## src/rtl/chacha_keystream_xor_if.sv

```systemverilog
// Shared word/block types and the bus bundle for chacha_keystream_xor.
// slave = the keystream XOR block, master = its surroundings.
package chacha_pkg;
  typedef logic [31:0] word_t;
  typedef word_t [3:0][3:0] blk_t;
endpackage

interface chacha_keystream_xor_if;
  import chacha_pkg::*;

  logic          start;
  logic [255:0]  key;
  logic [95:0]   nonce;
  logic [31:0]   init_counter;

  blk_t          state_out;
  logic          block_req;
  logic          block_ready;
  blk_t          block_in;

  logic [31:0]   din;
  logic          din_valid;
  logic          din_last;
  logic          din_ready;

  logic [31:0]   dout;
  logic          dout_valid;
  logic          dout_last;
  logic          dout_ready;

  logic          busy;
  logic          ctr_overflow;

  modport slave (
    input  start,
    input  key,
    input  nonce,
    input  init_counter,
    output state_out,
    output block_req,
    input  block_ready,
    input  block_in,
    input  din,
    input  din_valid,
    input  din_last,
    output din_ready,
    output dout,
    output dout_valid,
    output dout_last,
    input  dout_ready,
    output busy,
    output ctr_overflow
  );

  modport master (
    output start,
    output key,
    output nonce,
    output init_counter,
    input  state_out,
    input  block_req,
    output block_ready,
    output block_in,
    output din,
    output din_valid,
    output din_last,
    input  din_ready,
    input  dout,
    input  dout_valid,
    input  dout_last,
    output dout_ready,
    input  busy,
    input  ctr_overflow
  );
endinterface

```

## src/rtl/chacha_keystream_xor.sv

```systemverilog
// ChaCha20 stream front-end: feeds an external block core and
// XORs each 16-word keystream block onto a 32-bit word stream.
module chacha_keystream_xor
  import chacha_pkg::*;
(
  input  logic                  clk,
  input  logic                  rst_n,
  chacha_keystream_xor_if.slave bus
);

  localparam logic [2:0] IDLE   = 3'd0;
  localparam logic [2:0] REQ    = 3'd1;
  localparam logic [2:0] WAIT   = 3'd2;
  localparam logic [2:0] STREAM = 3'd3;
  localparam logic [2:0] DRAIN  = 3'd4;

  logic [2:0]   state;
  logic [2:0]   state_d;

  logic [255:0] key_q;
  logic [95:0]  nonce_q;
  word_t        ctr;
  blk_t         ks;
  logic [3:0]   widx;
  logic         wait_arm;
  logic         ovf;

  word_t        dout_q;
  logic         dout_valid_q;
  logic         dout_last_q;

  logic         load;
  logic         take_blk;
  logic         din_ready;
  logic         din_hs;
  logic         dout_hs;
  logic         blk_last;
  logic         ctr_max;
  logic         roll;
  logic         next_blk;
  logic         ovf_hit;
  word_t        ks_word;
  blk_t         st;

  assign load     = (state == IDLE) && bus.start;
  assign take_blk = (state == WAIT) && wait_arm
                    && bus.block_ready;
  assign din_ready = (state == STREAM)
                     && (!dout_valid_q || bus.dout_ready);
  assign din_hs   = din_ready && bus.din_valid;
  assign dout_hs  = dout_valid_q && bus.dout_ready;
  assign blk_last = (widx == 4'd15);
  assign ctr_max  = &ctr;
  assign roll     = din_hs && !bus.din_last && blk_last;
  assign next_blk = roll && !ctr_max;
  assign ovf_hit  = roll && ctr_max;
  assign ks_word  = ks[widx[3:2]][widx[1:0]];

  // Core input matrix assembled from the registered message context.
  always_comb begin
    st       = '0;
    st[0][0] = 32'h61707865;
    st[0][1] = 32'h3320646e;
    st[0][2] = 32'h79622d32;
    st[0][3] = 32'h6b206574;
    st[1][0] = key_q[31:0];
    st[1][1] = key_q[63:32];
    st[1][2] = key_q[95:64];
    st[1][3] = key_q[127:96];
    st[2][0] = key_q[159:128];
    st[2][1] = key_q[191:160];
    st[2][2] = key_q[223:192];
    st[2][3] = key_q[255:224];
    st[3][0] = ctr;
    st[3][1] = nonce_q[31:0];
    st[3][2] = nonce_q[63:32];
    st[3][3] = nonce_q[95:64];
  end

  // Next-state decode for the message sequencer.
  always_comb begin
    state_d = state;
    unique case (state)
      IDLE: begin
        if (bus.start) state_d = REQ;
      end
      REQ: begin
        state_d = WAIT;
      end
      WAIT: begin
        if (take_blk) state_d = STREAM;
      end
      STREAM: begin
        unique case (1'b1)
          din_hs && bus.din_last: state_d = DRAIN;
          ovf_hit:                state_d = DRAIN;
          next_blk:               state_d = REQ;
          default:                state_d = state;
        endcase
      end
      DRAIN: begin
        if (!dout_valid_q || dout_hs) state_d = IDLE;
      end
      default: begin
        state_d = IDLE;
      end
    endcase
  end

  // Sequencer state, block counter, word index and overflow flag.
  always_ff @(posedge clk or negedge rst_n) begin
    if (!rst_n) begin
      state    <= IDLE;
      ctr      <= '0;
      widx     <= '0;
      wait_arm <= 1'b0;
      ovf      <= 1'b0;
    end else begin
      state    <= state_d;
      // low during the first WAIT cycle, so a stale ready is skipped
      wait_arm <= (state == WAIT);
      if (load) begin
        ctr <= bus.init_counter;
        ovf <= 1'b0;
      end
      if (next_blk) ctr <= ctr + 32'd1;
      if (ovf_hit) ovf <= 1'b1;
      if (take_blk) widx <= '0;
      else if (din_hs) widx <= widx + 4'd1;
    end
  end

  // Key and nonce are latched once per message.
  always_ff @(posedge clk or negedge rst_n) begin
    if (!rst_n) begin
      key_q   <= '0;
      nonce_q <= '0;
    end else if (load) begin
      key_q   <= bus.key;
      nonce_q <= bus.nonce;
    end
  end

  // Keystream buffer holds one core block while it is consumed.
  always_ff @(posedge clk or negedge rst_n) begin
    if (!rst_n) begin
      ks <= '0;
    end else if (take_blk) begin
      ks <= bus.block_in;
    end
  end

  // Output register: one-word skid with full-rate handoff.
  always_ff @(posedge clk or negedge rst_n) begin
    if (!rst_n) begin
      dout_q       <= '0;
      dout_valid_q <= 1'b0;
      dout_last_q  <= 1'b0;
    end else if (din_hs) begin
      dout_q       <= bus.din ^ ks_word;
      dout_last_q  <= bus.din_last;
      dout_valid_q <= 1'b1;
    end else if (dout_hs) begin
      dout_valid_q <= 1'b0;
    end
  end

  assign bus.state_out    = st;
  assign bus.block_req    = (state == REQ);
  assign bus.din_ready    = din_ready;
  assign bus.dout         = dout_q;
  assign bus.dout_valid   = dout_valid_q;
  assign bus.dout_last    = dout_last_q;
  assign bus.busy         = (state != IDLE);
  assign bus.ctr_overflow = ovf;

endmodule

```

## src/flat_wrapper.sv

```systemverilog
// flat-port wrapper written by rule: the top's interface ports become plain ports
module chacha_keystream_xor_flat import chacha_pkg::*;
  (clk, rst_n, bus_start, bus_key, bus_nonce, bus_init_counter, bus_state_out, bus_block_req, bus_block_ready, bus_block_in, bus_din, bus_din_valid, bus_din_last, bus_din_ready, bus_dout, bus_dout_valid, bus_dout_last, bus_dout_ready, bus_busy, bus_ctr_overflow);
  chacha_keystream_xor_if bus_i ();
  input  logic clk;
  input  logic rst_n;
  input wire logic [$bits(bus_i.start)-1:0] bus_start;
  input wire logic [$bits(bus_i.key)-1:0] bus_key;
  input wire logic [$bits(bus_i.nonce)-1:0] bus_nonce;
  input wire logic [$bits(bus_i.init_counter)-1:0] bus_init_counter;
  output wire logic [$bits(bus_i.state_out)-1:0] bus_state_out;
  output wire logic [$bits(bus_i.block_req)-1:0] bus_block_req;
  input wire logic [$bits(bus_i.block_ready)-1:0] bus_block_ready;
  input wire logic [$bits(bus_i.block_in)-1:0] bus_block_in;
  input wire logic [$bits(bus_i.din)-1:0] bus_din;
  input wire logic [$bits(bus_i.din_valid)-1:0] bus_din_valid;
  input wire logic [$bits(bus_i.din_last)-1:0] bus_din_last;
  output wire logic [$bits(bus_i.din_ready)-1:0] bus_din_ready;
  output wire logic [$bits(bus_i.dout)-1:0] bus_dout;
  output wire logic [$bits(bus_i.dout_valid)-1:0] bus_dout_valid;
  output wire logic [$bits(bus_i.dout_last)-1:0] bus_dout_last;
  input wire logic [$bits(bus_i.dout_ready)-1:0] bus_dout_ready;
  output wire logic [$bits(bus_i.busy)-1:0] bus_busy;
  output wire logic [$bits(bus_i.ctr_overflow)-1:0] bus_ctr_overflow;
  assign bus_i.start = bus_start;
  assign bus_i.key = bus_key;
  assign bus_i.nonce = bus_nonce;
  assign bus_i.init_counter = bus_init_counter;
  assign bus_state_out = bus_i.state_out;
  assign bus_block_req = bus_i.block_req;
  assign bus_i.block_ready = bus_block_ready;
  assign bus_i.block_in = bus_block_in;
  assign bus_i.din = bus_din;
  assign bus_i.din_valid = bus_din_valid;
  assign bus_i.din_last = bus_din_last;
  assign bus_din_ready = bus_i.din_ready;
  assign bus_dout = bus_i.dout;
  assign bus_dout_valid = bus_i.dout_valid;
  assign bus_dout_last = bus_i.dout_last;
  assign bus_i.dout_ready = bus_dout_ready;
  assign bus_busy = bus_i.busy;
  assign bus_ctr_overflow = bus_i.ctr_overflow;
  chacha_keystream_xor u_core (.clk(clk), .rst_n(rst_n), .bus(bus_i));
endmodule
```

## config.mk

```make
export PLATFORM = sky130hd
export DESIGN_NAME = chacha_keystream_xor_flat
export DESIGN_NICKNAME = d
export VERILOG_FILES = /design/src/rtl/chacha_keystream_xor_if.sv /design/src/rtl/chacha_keystream_xor.sv /design/src/flat_wrapper.sv
export SDC_FILE = /design/constraint.sdc
export NUM_CORES = 2
export LEC_CHECK = 0
export CAP_MARGIN = 20
export CORE_AREA = 2 2 580 582
export DETAILED_ROUTE_END_ITERATION = 10
export DIE_AREA = 0 0 582 584
export MAX_ROUTING_LAYER = met4
export PLACE_DENSITY = 0.33
export SLEW_MARGIN = 10
export SYNTH_ARGS = -nofsm -noshare
export SYNTH_HDL_FRONTEND = slang
export SYNTH_SLANG_ARGS = --single-unit
```

## constraint.sdc

```tcl
create_clock -name clk -period 3 [get_ports clk]
set_input_delay 0.3 -clock clk [delete_from_list [all_inputs] [get_ports clk]]
set_output_delay 0.3 -clock clk [all_outputs]
set_load 0.02 [all_outputs]
```

==> impl_metrics.tcl <==
set metrics [dict create \
    grt_pass1_wl_mm 333 \
    setup_viol 0 \
    synthTopCellsByArea "dfrtp_1 (58%), mux2_2 (14%), nand2_1 (10%)" \
    io_pins 1485 \
    first_iter_violations 1605 \
    cts_sinks 939 \
    worst_setup_path_end_kind "output pin" \
    hpwl_mm 205 \
    synth_top_cell_by_area "dfrtp_1" \
    avgRoutedWirePerCell_um 26.5 \
    port_buffers 1356 \
    reg2reg_to "u_core.ctr[18]" \
    cts_setup_buffers 0 \
    final.min_clock_period_ns 2.66 \
    yosys_warnings 0 \
    synth_common_cells "nand2_1 (1097), dfrtp_1 (939), mux2_2 (513), mux4_2 (154), buf_4 (131)" \
    fin_crit_sh 0.887 \
    hold_viol 0 \
    netlist_area_mm2 0.0408 \
    layout.nets 5850 \
    ir_drop_v 0.000482 \
    cpLargestDelayFamily "buffers and inverters" \
    path_clk_slew_ns 0.06 \
    clock_latency_ns 0.80 \
    layout-drive-gt1-share 0.202 \
    worst-path-stages 2 \
    setup-tns-final_ns 0 \
    htree_levels 4 \
    power.density_mw_per_mm2 1030 \
    start_util 0.123 \
    ant_nets 0 \
    pre_cts_slack_ns 0.236 \
    wl_mm 252 \
    rsz0062_at_grt "false" \
    synthToLayoutAreaGrowth_pct 62.4 \
    post_synth.cell_area_avg_um2 12.2 \
    required_ns 2.70 \
    ys_seq_elements 939 \
    finalMaxSlewViolations 0 \
    rrSetupSlack_ns 0.41 \
    endpoint "bus_block_req" \
    viasPerCell 3.44 \
    r2r_cells 7 \
    path_max_fanout 10 \
    cts_tree "yes" \
    yosys_most_used_dff "dfrtp_1" \
    crit_arrival_ns 2.36 \
    p_leak_nw 27.2 \
    drtPass1Iterations 5 \
    die_y_um 584 \
    yosysSeqAreaShare 0.576 \
    crit_type "flop to output pin" \
    cp-start-kind "flop" \
    cts_resized 0 \
    final_area_mm2 0.0663 \
    synthCells 3334 \
    synth.top_cell.area_share 0.576 \
    track_usage 0.148 \
    grt_pass1_vias 35100 \
    worstHoldPathType "input pin to asynchronous set/reset pin" \
    skew_ns 0.0507 \
    async_flop_share 1.00 \
    post-synth-top-count-cell "nand2_1" \
    slowest_delay_ns 0.68 \
    dieArea_mm2 0.340 \
    row_count 212 \
    slew_headroom 0.341 \
    synth_cell_types 57 \
    clock.fmax_mhz 376 \
    die_w_um 582 \
    critPathSlowestCell "clkdlybuf4s50_1" \
    core-area_mm2 0.333 \
    vias 32700 \
    drc 0 \
    place_area_mm2 0.0600 \
    grt_overflow 0 \
    numCtsBuffers 138 \
    path_cells "nor3b_1 -> clkdlybuf4s50_1" \
    status "complete, no violations" \
    critPathBufInv 1 \
    critPathLaunch "u_core.state[1]" \
    gp_congestion 0.931 \
    grt_max_degree 103 \
    clockBufferDepth 4 \
    utilization 0.199 \
    worst_slack_ns 0.340 \
    antenna_found_initial 155 \
    cts_root_buf "clkbuf_16" \
    worst-slew-pin-transition_ns 0.988 \
    synth-edff-count 0 \
    drv_cap 0 \
    ctsHoldBuffers 158 \
    regToRegStartpoint "u_core.widx[0]" \
]
==> worst reg2reg max path, stage by stage, from the launching register on <==
cell     delay [ns]
dfrtp_4        0.56
ha_1           0.26
nor4b_1        0.56
buf_4          0.22
o31ai_1        0.12
buf_4          0.21
or4_1          0.47
nand3_1        0.09
==> where the power goes <==
| group | internal (mW) | total (mW) | leakage [nW] | switching [mW] |
|---|---|---|---|---|
| registers | 18.8 | 23.2 | 11.4 | 4.35 |
| logic | 14.2 | 28.7 | 13.6 | 14.5 |
| clock network | 9.80 | 16.6 | 2.18 | 6.76 |
| total | 42.8 | 68.4 | 27.2 | 25.6 |
==> state kept, by name (all words and copies together) (netlist names) <==
signal	flops
u_core.ks	512
u_core.bus.ctr_overflow	1
u_core.ctr	32
u_core.bus.dout	32
u_core.bus.dout_valid	1
u_core.wait_arm	1
u_core.key_q	256
u_core.bus.dout_last	1
u_core.state	3
u_core.nonce_q	96
u_core.widx	4
==> per-stage QoR <==
step / power (mW) / hold WS (ns) / std cells
6_report: 68.4 / 0.0505 / 9497
5_1_grt: 72.4 / 0.0342 / 9492
4_1_cts: 70.4 / 0.000184 / 9401
3_5_place_dp: 52.8 / 0.312 / 9002
3_3_place_gp: 52.7 / 0.313 / 9002
2_1_floorplan: 37.3 / 0.00441 / 3460
==> cell families (layout without fill, tap and decap cells) <==
logic type      count (synthesis)  in the layout  synth area share
xor+xnor                       34             34           0.00730
other cells                     2            224          0.000184
mux                           675            675             0.231
buf+inv                       334           1888            0.0474
fa+ha+maj                       2              2          0.000613
simple gates                 1250           1250             0.122
compound gates                 98             98            0.0159
flops                         939            939             0.576
==> final cells by class <==
type	instances	area, um2
fillers	36200	267000
multi-input cells	2187	15900
repair buffers	1640	16700
clock buffers	207	4050
well taps	4387	5490
inverters	7	26.3
flip-flops and latches	939	23500
diodes	96	240
clock inverters	34	409
==> routing by layer <==
layer | wire, um | GRT usage | vias up
li1 | - | - | 14400
met1 | 100000 | 0.168 | 16600
met2 | 128000 | 0.256 | 1299
met3 | 17400 | 0.0415 | 310
met4 | 6360 | 0.0344 | 0
met5 | 0 | - | -
==> cells in the final DEF (no fill, tap or decap), types with 7 or more instances in the layout <==
master / n
a21oi_1: 39
a31oi_1: 7
and3_1: 8
buf_12: 45
buf_4: 81
clkbuf_1: 35
clkbuf_16: 138
clkbuf_8: 34
clkdlybuf4s50_1: 1355
clkinv_2: 12
conb_1: 128
dfrtp_1: 935
diode_2: 96
dlygate4sd3_1: 158
inv_1: 7
mux2_2: 513
mux4_2: 154
nand2_1: 1097
nand3_1: 28
nand4_1: 9
nor2_1: 49
nor3_1: 11
o211ai_1: 10
or3_1: 11
xnor2_1: 32
==> worst min-delay path by stage <==
stage                     depth (start not counted)  slack, ns                      end         startpoint
after floorplan                                   0      0.004  u_core.bus.ctr_overflow              rst_n
after detailed placement                          1       0.31            u_core.ks[50]              rst_n
final                                             2       0.05            u_core.ks[50]              rst_n
after global placement                            1       0.31            u_core.ks[50]              rst_n
after CTS                                         2     0.0002           u_core.ks[346]  bus_block_in[346]
after global routing                              3       0.03        u_core.key_q[215]       bus_key[215]
Note: power is estimated with default switching activity, not from simulation.
